<file path="src/rtl/lms_pkg.sv">
// Shared types and helpers for the LMS adaptive FIR: FSM states,
// parameter-derived widths and a width-generic saturating clamp.
package lms_pkg;

  typedef enum logic [1:0] {
    ST_IDLE,
    ST_MAC,
    ST_ERR,
    ST_UPD
  } lms_state_t;

  // Working width of the saturate helper; every intermediate value fits.
  localparam int SAT_W = 128;

  // Right shift that turns an e*x product into a Q2 coefficient increment.
  function automatic int shift_amt(input int data_w, input int coef_w, input int mu_shift);
    return 2 * (data_w - 1) - (coef_w - 2) + mu_shift;
  endfunction

  // Accumulator width large enough that the TAPS-term sum never wraps.
  function automatic int acc_width(input int data_w, input int coef_w, input int taps);
    return data_w + coef_w + $clog2(taps);
  endfunction

  // Clamp v to the signed range of a w-bit number; caller truncates to w bits.
  function automatic logic signed [SAT_W-1:0] sat(input logic signed [SAT_W-1:0] v,
                                                   input int w);
    logic signed [SAT_W-1:0] hi;
    logic signed [SAT_W-1:0] lo;
    hi = (128'sd1 <<< (w - 1)) - 128'sd1;
    lo = -hi - 128'sd1;
    if (v > hi) return hi;
    else if (v < lo) return lo;
    else return v;
  endfunction

endpackage

</file>
<file path="src/rtl/adaptive_lms_fir_if.sv">
// Sample/result bundle of the LMS filter. master = sample source, slave = filter.
interface adaptive_lms_fir_if #(
  parameter int DATA_W = 16
);
  logic signed [DATA_W-1:0] filter_in;
  logic                     filter_en;
  logic signed [DATA_W-1:0] desired_in;
  logic                     desired_en;
  logic                     adapt_en;
  logic                     coef_clr;
  logic signed [DATA_W-1:0] filter_out;
  logic                     filter_out_en;
  logic signed [DATA_W-1:0] err_out;
  logic                     busy;
  logic                     overrun;

  modport master (
    output filter_in, filter_en, desired_in, desired_en, adapt_en, coef_clr,
    input  filter_out, filter_out_en, err_out, busy, overrun
  );

  modport slave (
    input  filter_in, filter_en, desired_in, desired_en, adapt_en, coef_clr,
    output filter_out, filter_out_en, err_out, busy, overrun
  );
endinterface

</file>
<file path="src/rtl/lms_mac.sv">
// Time-shared signed multiplier with registered accumulator.
// prod is combinational so the coefficient update can use it in the same
// cycle; acc either accumulates (acc_sel=1) or loads the product (bypass).
module lms_mac #(
  parameter int A_W   = 16,
  parameter int B_W   = 24,
  parameter int ACC_W = 45
) (
  input  logic                     clk,
  input  logic                     rst,
  input  logic                     clr,
  input  logic                     en,
  input  logic                     acc_sel,
  input  logic signed [A_W-1:0]    a,
  input  logic signed [B_W-1:0]    b,
  output logic signed [A_W+B_W-1:0] prod,
  output logic signed [ACC_W-1:0] acc
);
  localparam int PROD_W = A_W + B_W;

  logic signed [ACC_W-1:0] acc_reg;

  assign prod = PROD_W'(a) * PROD_W'(b);
  assign acc  = acc_reg;

  // accumulator: clear wins over accumulate/bypass load
  always_ff @(posedge clk or posedge rst) begin
    if (rst) begin
      acc_reg <= '0;
    end else if (clr) begin
      acc_reg <= '0;
    end else if (en) begin
      acc_reg <= acc_sel ? acc_reg + ACC_W'(prod) : ACC_W'(prod);
    end
  end
endmodule

</file>
<file path="src/rtl/adaptive_lms_fir.sv">
// Sample-serial LMS adaptive FIR: one multiplier shared between the
// filter MAC pass and the coefficient update pass.
module adaptive_lms_fir
  import lms_pkg::*;
#(
  parameter int DATA_W   = 16,
  parameter int TAPS     = 32,
  parameter int COEF_W   = 24,
  parameter int MU_SHIFT = 12
) (
  input  logic clk,
  input  logic rst,
  adaptive_lms_fir_if.slave bus
);
  localparam int SH     = shift_amt(DATA_W, COEF_W, MU_SHIFT);
  localparam int ACC_W  = acc_width(DATA_W, COEF_W, TAPS);
  localparam int PROD_W = DATA_W + COEF_W;
  localparam int SUM_W  = PROD_W + 1;
  localparam int KW     = $clog2(TAPS);

  if (SH < 0) begin : g_bad_shift
    $error("adaptive_lms_fir: 2*(DATA_W-1)-(COEF_W-2)+MU_SHIFT must be >= 0");
  end
  if (TAPS < 2) begin : g_bad_taps
    $error("adaptive_lms_fir: TAPS must be at least 2");
  end

  lms_state_t state_reg, state_next;
  logic [KW-1:0] k_reg, k_next;

  logic signed [DATA_W-1:0] x_reg [TAPS];
  logic signed [DATA_W-1:0] x_next [TAPS];
  logic signed [COEF_W-1:0] w_reg [TAPS];
  logic signed [COEF_W-1:0] w_next [TAPS];
  logic signed [DATA_W-1:0] d_reg;

  logic signed [DATA_W-1:0] filter_out_reg, err_out_reg;
  logic                     filter_out_en_reg, overrun_reg;

  logic mac_clr, mac_en, mac_acc_sel;
  logic signed [COEF_W-1:0] mac_b;
  logic signed [PROD_W-1:0] mac_prod;
  logic signed [ACC_W-1:0]  mac_acc;

  logic busy, accept, k_last;
  logic signed [ACC_W-1:0]  acc_sh;
  logic signed [DATA_W-1:0] y_val, e_val;
  logic signed [DATA_W:0]   e_diff;
  logic signed [PROD_W-1:0] upd_sh;
  logic signed [SUM_W-1:0]  w_sum;
  logic signed [COEF_W-1:0] w_new;

  assign busy   = (state_reg != ST_IDLE);
  assign accept = (state_reg == ST_IDLE) && bus.filter_en && !bus.coef_clr;
  assign k_last = (k_reg == KW'(TAPS - 1));

  // UPD multiplies e by x[k]; MAC multiplies x[k] by w[k]
  assign mac_b = (state_reg == ST_UPD) ? COEF_W'(err_out_reg) : w_reg[k_reg];

  lms_mac #(
    .A_W  (DATA_W),
    .B_W  (COEF_W),
    .ACC_W(ACC_W)
  ) u_mac (
    .clk    (clk),
    .rst    (rst),
    .clr    (mac_clr),
    .en     (mac_en),
    .acc_sel(mac_acc_sel),
    .a      (x_reg[k_reg]),
    .b      (mac_b),
    .prod   (mac_prod),
    .acc    (mac_acc)
  );

  // output and error, valid while in ERR
  assign acc_sh = mac_acc >>> (COEF_W - 2);
  assign y_val  = DATA_W'(sat(SAT_W'(acc_sh), DATA_W));
  assign e_diff = {d_reg[DATA_W-1], d_reg} - {y_val[DATA_W-1], y_val};
  assign e_val  = DATA_W'(sat(SAT_W'(e_diff), DATA_W));

  // coefficient update for the current tap, valid while in UPD
  assign upd_sh = mac_prod >>> SH;
  assign w_sum  = SUM_W'(w_reg[k_reg]) + SUM_W'(upd_sh);
  assign w_new  = COEF_W'(sat(SAT_W'(w_sum), COEF_W));

  for (genvar gi = 0; gi < TAPS; gi++) begin : g_tap
    if (gi == 0) begin : g_head
      assign x_next[gi] = accept ? bus.filter_in : x_reg[gi];
    end else begin : g_body
      assign x_next[gi] = accept ? x_reg[gi-1] : x_reg[gi];
    end
    assign w_next[gi] = (state_reg == ST_UPD && k_reg == KW'(gi)) ? w_new : w_reg[gi];
  end

  // FSM state and tap index
  always_ff @(posedge clk or posedge rst) begin
    if (rst) begin
      state_reg <= ST_IDLE;
      k_reg     <= '0;
    end else begin
      state_reg <= state_next;
      k_reg     <= k_next;
    end
  end

  // next-state, tap sequencing and multiplier control
  always_comb begin
    state_next  = state_reg;
    k_next      = k_reg;
    mac_clr     = 1'b0;
    mac_en      = 1'b0;
    mac_acc_sel = 1'b1;
    if (bus.coef_clr) begin
      state_next = ST_IDLE;
      k_next     = '0;
      mac_clr    = 1'b1;
    end else begin
      case (state_reg)
        ST_IDLE: begin
          if (bus.filter_en) begin
            state_next = ST_MAC;
            k_next     = '0;
            mac_clr    = 1'b1;
          end
        end
        ST_MAC: begin
          mac_en = 1'b1;
          if (k_last) begin
            state_next = ST_ERR;
            k_next     = '0;
          end else begin
            k_next = k_reg + 1'b1;
          end
        end
        ST_ERR: begin
          state_next = bus.adapt_en ? ST_UPD : ST_IDLE;
          k_next     = '0;
        end
        ST_UPD: begin
          mac_en      = 1'b1;
          mac_acc_sel = 1'b0;
          if (k_last) begin
            state_next = ST_IDLE;
            k_next     = '0;
          end else begin
            k_next = k_reg + 1'b1;
          end
        end
        default: state_next = ST_IDLE;
      endcase
    end
  end

  // delay line, coefficients and desired-sample latch
  always_ff @(posedge clk or posedge rst) begin
    if (rst) begin
      x_reg <= '{default: '0};
      w_reg <= '{default: '0};
      d_reg <= '0;
    end else if (bus.coef_clr) begin
      x_reg <= '{default: '0};
      w_reg <= '{default: '0};
      d_reg <= '0;
    end else begin
      x_reg <= x_next;
      w_reg <= w_next;
      if (bus.desired_en) d_reg <= bus.desired_in;
    end
  end

  // result registers, valid strobe and sticky overrun flag
  always_ff @(posedge clk or posedge rst) begin
    if (rst) begin
      filter_out_reg    <= '0;
      err_out_reg       <= '0;
      filter_out_en_reg <= 1'b0;
      overrun_reg       <= 1'b0;
    end else begin
      filter_out_en_reg <= 1'b0;
      if (!bus.coef_clr) begin
        if (state_reg == ST_ERR) begin
          filter_out_reg    <= y_val;
          err_out_reg       <= e_val;
          filter_out_en_reg <= 1'b1;
        end
        if (bus.filter_en && busy) overrun_reg <= 1'b1;
      end
    end
  end

  assign bus.filter_out    = filter_out_reg;
  assign bus.err_out       = err_out_reg;
  assign bus.filter_out_en = filter_out_en_reg;
  assign bus.busy          = busy;
  assign bus.overrun       = overrun_reg;
endmodule
</file>
<file path="src/flat_wrapper.sv">
// flat-port wrapper written by rule: the top's interface ports become plain ports
module adaptive_lms_fir_flat import lms_pkg::*;
#(
  parameter int DATA_W   = 16,
  parameter int TAPS     = 32,
  parameter int COEF_W   = 24,
  parameter int MU_SHIFT = 12
)
  (clk, rst, bus_filter_in, bus_filter_en, bus_desired_in, bus_desired_en, bus_adapt_en, bus_coef_clr, bus_filter_out, bus_filter_out_en, bus_err_out, bus_busy, bus_overrun);
  adaptive_lms_fir_if #(.DATA_W(DATA_W)) bus_i ();
  input  logic clk;
  input  logic rst;
  input wire logic [$bits(bus_i.filter_in)-1:0] bus_filter_in;
  input wire logic [$bits(bus_i.filter_en)-1:0] bus_filter_en;
  input wire logic [$bits(bus_i.desired_in)-1:0] bus_desired_in;
  input wire logic [$bits(bus_i.desired_en)-1:0] bus_desired_en;
  input wire logic [$bits(bus_i.adapt_en)-1:0] bus_adapt_en;
  input wire logic [$bits(bus_i.coef_clr)-1:0] bus_coef_clr;
  output wire logic [$bits(bus_i.filter_out)-1:0] bus_filter_out;
  output wire logic [$bits(bus_i.filter_out_en)-1:0] bus_filter_out_en;
  output wire logic [$bits(bus_i.err_out)-1:0] bus_err_out;
  output wire logic [$bits(bus_i.busy)-1:0] bus_busy;
  output wire logic [$bits(bus_i.overrun)-1:0] bus_overrun;
  assign bus_i.filter_in = bus_filter_in;
  assign bus_i.filter_en = bus_filter_en;
  assign bus_i.desired_in = bus_desired_in;
  assign bus_i.desired_en = bus_desired_en;
  assign bus_i.adapt_en = bus_adapt_en;
  assign bus_i.coef_clr = bus_coef_clr;
  assign bus_filter_out = bus_i.filter_out;
  assign bus_filter_out_en = bus_i.filter_out_en;
  assign bus_err_out = bus_i.err_out;
  assign bus_busy = bus_i.busy;
  assign bus_overrun = bus_i.overrun;
  adaptive_lms_fir #(.DATA_W(DATA_W), .TAPS(TAPS), .COEF_W(COEF_W), .MU_SHIFT(MU_SHIFT)) u_core (.clk(clk), .rst(rst), .bus(bus_i));
endmodule
</file>
<file path="config.mk">
export PLATFORM = sky130hd
export DESIGN_NAME = adaptive_lms_fir_flat
export DESIGN_NICKNAME = d
export VERILOG_FILES = /design/src/rtl/lms_pkg.sv /design/src/rtl/adaptive_lms_fir_if.sv /design/src/rtl/lms_mac.sv /design/src/rtl/adaptive_lms_fir.sv /design/src/flat_wrapper.sv
export SDC_FILE = /design/constraint.sdc
export NUM_CORES = 2
export LEC_CHECK = 0
export CORE_MARGIN = 2
export CORE_UTILIZATION = 50
export CTS_CLUSTER_DIAMETER = 80
export DETAILED_ROUTE_END_ITERATION = 10
export GPL_ROUTABILITY_DRIVEN = 0
export GPL_TIMING_DRIVEN = 0
export HOLD_SLACK_MARGIN = 0.08
export PLACE_DENSITY = 0.78
export SETUP_SLACK_MARGIN = 0.2
export SYNTH_ARGS = -nofsm -noshare
export SYNTH_HDL_FRONTEND = slang
export SYNTH_SLANG_ARGS = --single-unit
</file>
<file path="constraint.sdc">
create_clock -name clk -period 48.8 [get_ports clk]
set_input_delay 7.32 -clock clk [delete_from_list [all_inputs] [get_ports clk]]
set_output_delay 7.32 -clock clk [all_outputs]
set_load 0.05 [all_outputs]
</file>
==> flow_summary.yaml <==
timing:
  finalSetupViolCount: 0
  fin_hold_ws_ns: 0.4756
  clock_skew_ns: 0.04444
  hold_viol_final: 0
  tightest_slew_ns: 1.689
  finalCriticalPeriod_ns: 16.98
  post-route-period-util: 0.3480
  slew_headroom: -0.1260
  drv_slew: 86
  finalWorstSetupSlack_ns: 31.82
  rsz0062_at_grt: "no"
  tns_ns: 0
  fmax_mhz: 58.89
layout:
  layout_common_cells: "dfrtp_1 (1382), nand2_1 (1207), o21ai_0 (816), a22o_1 (515), inv_1 (491)"
  synthToLayoutAreaGrowth_pct: 10.82
  fin_nets: 8004
  fillCellCount: 12520
  fin_area_sq_um: 86700
  drive_above_1_share: 0.1095
  layout_commonest_cell: "dfrtp_1"
  largest_register_ffs: 768
die:
  core_sq_um: 155800
  io-pin-count: 73
  row_count: 145
  dieArea_sq_um: 159700
  chipWidth_um: 399.6
  die_y_um: 399.6
  start_util: 0.5020
placed_design:
  place_hpwl_mm: 195.9
  post_dp_cell_area_sq_um: 81910
  port_buffers: 70
  place_ws_ns: 33.06
yosys:
  syn_area_sq_um: 78240
  async_flop_share: 1.000
  seq_area_frac_synth: 0.4420
  syn-num-nets: 7771
  yosysUniqueCellTypes: 75
  ys_ff_latch: 1382
  synth_edf_count: 0
  syn_avg_cell_area_sq_um: 10.92
  netlist_instances: 7167
  ys_warn_count: 0
  ys.flop_type: "dfrtp_1"
worst_setup_path:
  cpMostUsedCell: "nand2_1"
  slowest_delay_ns: 1.24
  worstPathArrival_ns: 17.68
  crit_type: "reg -> reg"
  critPathCaptureType: "flip-flop"
  slowest_stage: "clkbuf_1"
  reg2reg_depth: 44
  worstSetupStartpointType: "flip-flop"
  crit_fanout: 10
  cp.required_ns: 49.50
min_path:
  hold_class: "reg -> reg"
  worst_hold_path.num_cells: 2
clocking:
  clk_pin_slew_ns: 0.06
  postCtsSetupBuffers: 0
  clock_latency_ns: 0.83
  root_buffer: "clkbuf_16"
  cts_buffer_depth: 3
  cts.sinks: 1382
  tritoncts: "yes"
  ctsHoldBuffers: 0
  cts_buffers: 145
  h-tree-depth: 4
  cts_resized: 0
grt:
  track_usage: 0.3459
  grt_pass1_wl_mm: 407.8
  gr-total-overflow: 0
  antenna_found_initial: 13
  first_global_vias: 64360
  grt_max_degree: 137
power_and_ir_drop:
  pwr_density_cell_nw_per_um2: 29.39
  max-vdd-ir-drop_mv: 0.03711
  power_mw: 2.548
  p_leak_nw: 39.10
route:
  ant_nets: 0
  drt-total-wl_mm: 272.3
  wl_per_cell_um: 28.43
  viasPerCell: 6.650
  drt_iter0_markers: 9226
  drc: 0
  vias: 63690
  drtPass1Iterations: 11
run:
  cap_violations: 8
run_status:
  violations: "max-capacitance violations, max-slew violations"
  status: "finished, violations left"
## report_power, final
group	internal [mW]	total, mW	switching (mW)
registers	1.15	1.15	0.00339
logic	0.0668	0.280	0.213
clock network	0.623	1.12	0.492
total	1.84	2.55	0.709
## critical path: cells and delay by family, from the launching register on
family	cells	cell delay [ns]
AO/OA/AOI/OAI	12	4.58
XOR/XNOR	1	0.60
adder cells (fa/ha/maj)	8	3.80
buffers and inverters	11	4.73
flip-flops	1	0.37
multiplexers	1	0.61
AND/OR/NAND/NOR	11	2.10
## metrics by stage
stage	util	instances
5_1_grt	0.5562	9571
4_1_cts	0.5559	9569
6_report	0.5564	9578
2_1_floorplan	-	7167
3_3_place_gp	0.5231	9295
3_5_place_dp	0.5256	9309
## final timing paths
path | start | slack, ns | endpoint
max | u_core.k_reg[3] | 31.82 | u_core.w_reg[690]
max reg2reg | u_core.k_reg[3] | 31.82 | u_core.w_reg[690]
min reg2reg | u_core.w_reg[280] | 0.48 | u_core.w_reg[280]
min in group asynchronous | rst | 6.99 | u_core.x_reg[435]
max in group asynchronous | rst | 38.99 | u_core.w_reg[696]
min | u_core.w_reg[280] | 0.48 | u_core.w_reg[280]
## logic make-up after synthesis
family | Yosys count | share of synthesized area
multiplexers | 430 | 0.1190
AO/OA/AOI/OAI | 1826 | 0.1512
flip-flops | 1382 | 0.4420
XOR/XNOR | 104 | 0.01164
buffers and inverters | 1027 | 0.05149
adder cells (fa/ha/maj) | 566 | 0.1267
AND/OR/NAND/NOR | 1832 | 0.09798
## synth_stat cells (5+ instances only)
cell / instances / area [sq um]
a31oi_1: 19 / 118.9
or2_2: 7 / 43.79
nand3_1: 46 / 230.2
fa_1: 377 / 7547
a21oi_1: 218 / 1091
nor2_1: 298 / 1119
o21ai_1: 14 / 70.07
or3_1: 27 / 168.9
a22oi_1: 9 / 67.56
a22o_1: 515 / 4511
a211oi_1: 55 / 412.9
nand4_1: 18 / 112.6
ha_1: 189 / 2365
nand3b_1: 35 / 262.8
mux4_2: 400 / 9009
nor4_1: 5 / 31.28
a21boi_0: 8 / 60.06
dfrtp_1: 1382 / 34580
inv_1: 492 / 1847
o31a_1: 6 / 52.55
o41ai_1: 5 / 43.79
nor3_1: 44 / 220.2
nor2b_1: 36 / 225.2
clkbuf_1: 402 / 1509
o31ai_1: 11 / 82.58
buf_2: 48 / 240.2
or4_1: 5 / 37.54
o21a_1: 16 / 120.1
nand2b_1: 35 / 219.0
and2_1: 37 / 231.5
a21o_1: 42 / 315.3
nand2_1: 1207 / 4531
a221o_1: 6 / 60.06
a211o_1: 5 / 43.79
mux2i_1: 28 / 280.3
o21ai_2: 27 / 236.5
clkbuf_2: 57 / 285.3
xor2_1: 29 / 254.0
and3_1: 15 / 93.84
buf_1: 22 / 82.58
o21bai_1: 19 / 142.6
o211ai_1: 7 / 52.55
o21ai_0: 816 / 4084
xnor2_1: 75 / 656.9
## layout make-up
cell class              instances  area [sq um]  area share
clock inverters                40         342.8    0.003954
multi-input cells            4758         39650      0.4573
well taps                    2058          2575     0.02970
diodes                          7         17.52   0.0002020
flip-flops and latches       1382         34580      0.3989
inverters                     492          1854     0.02139
plain buffers                 535          2210     0.02548
clock buffers                 220          4378     0.05049
repair buffers                 86          1091     0.01258
## routing by layer
metal | GRT usage | vias up | part of all wire
li1 | - | 25490 | -
met1 | 0.4210 | 31760 | 0.34
met2 | 0.4848 | 5048 | 0.42
met4 | 0.2444 | 32 | 0.086
met3 | 0.1612 | 1361 | 0.15
met5 | 0.0006053 | - | 0.0011
Power figures use the tool's default switching activity.
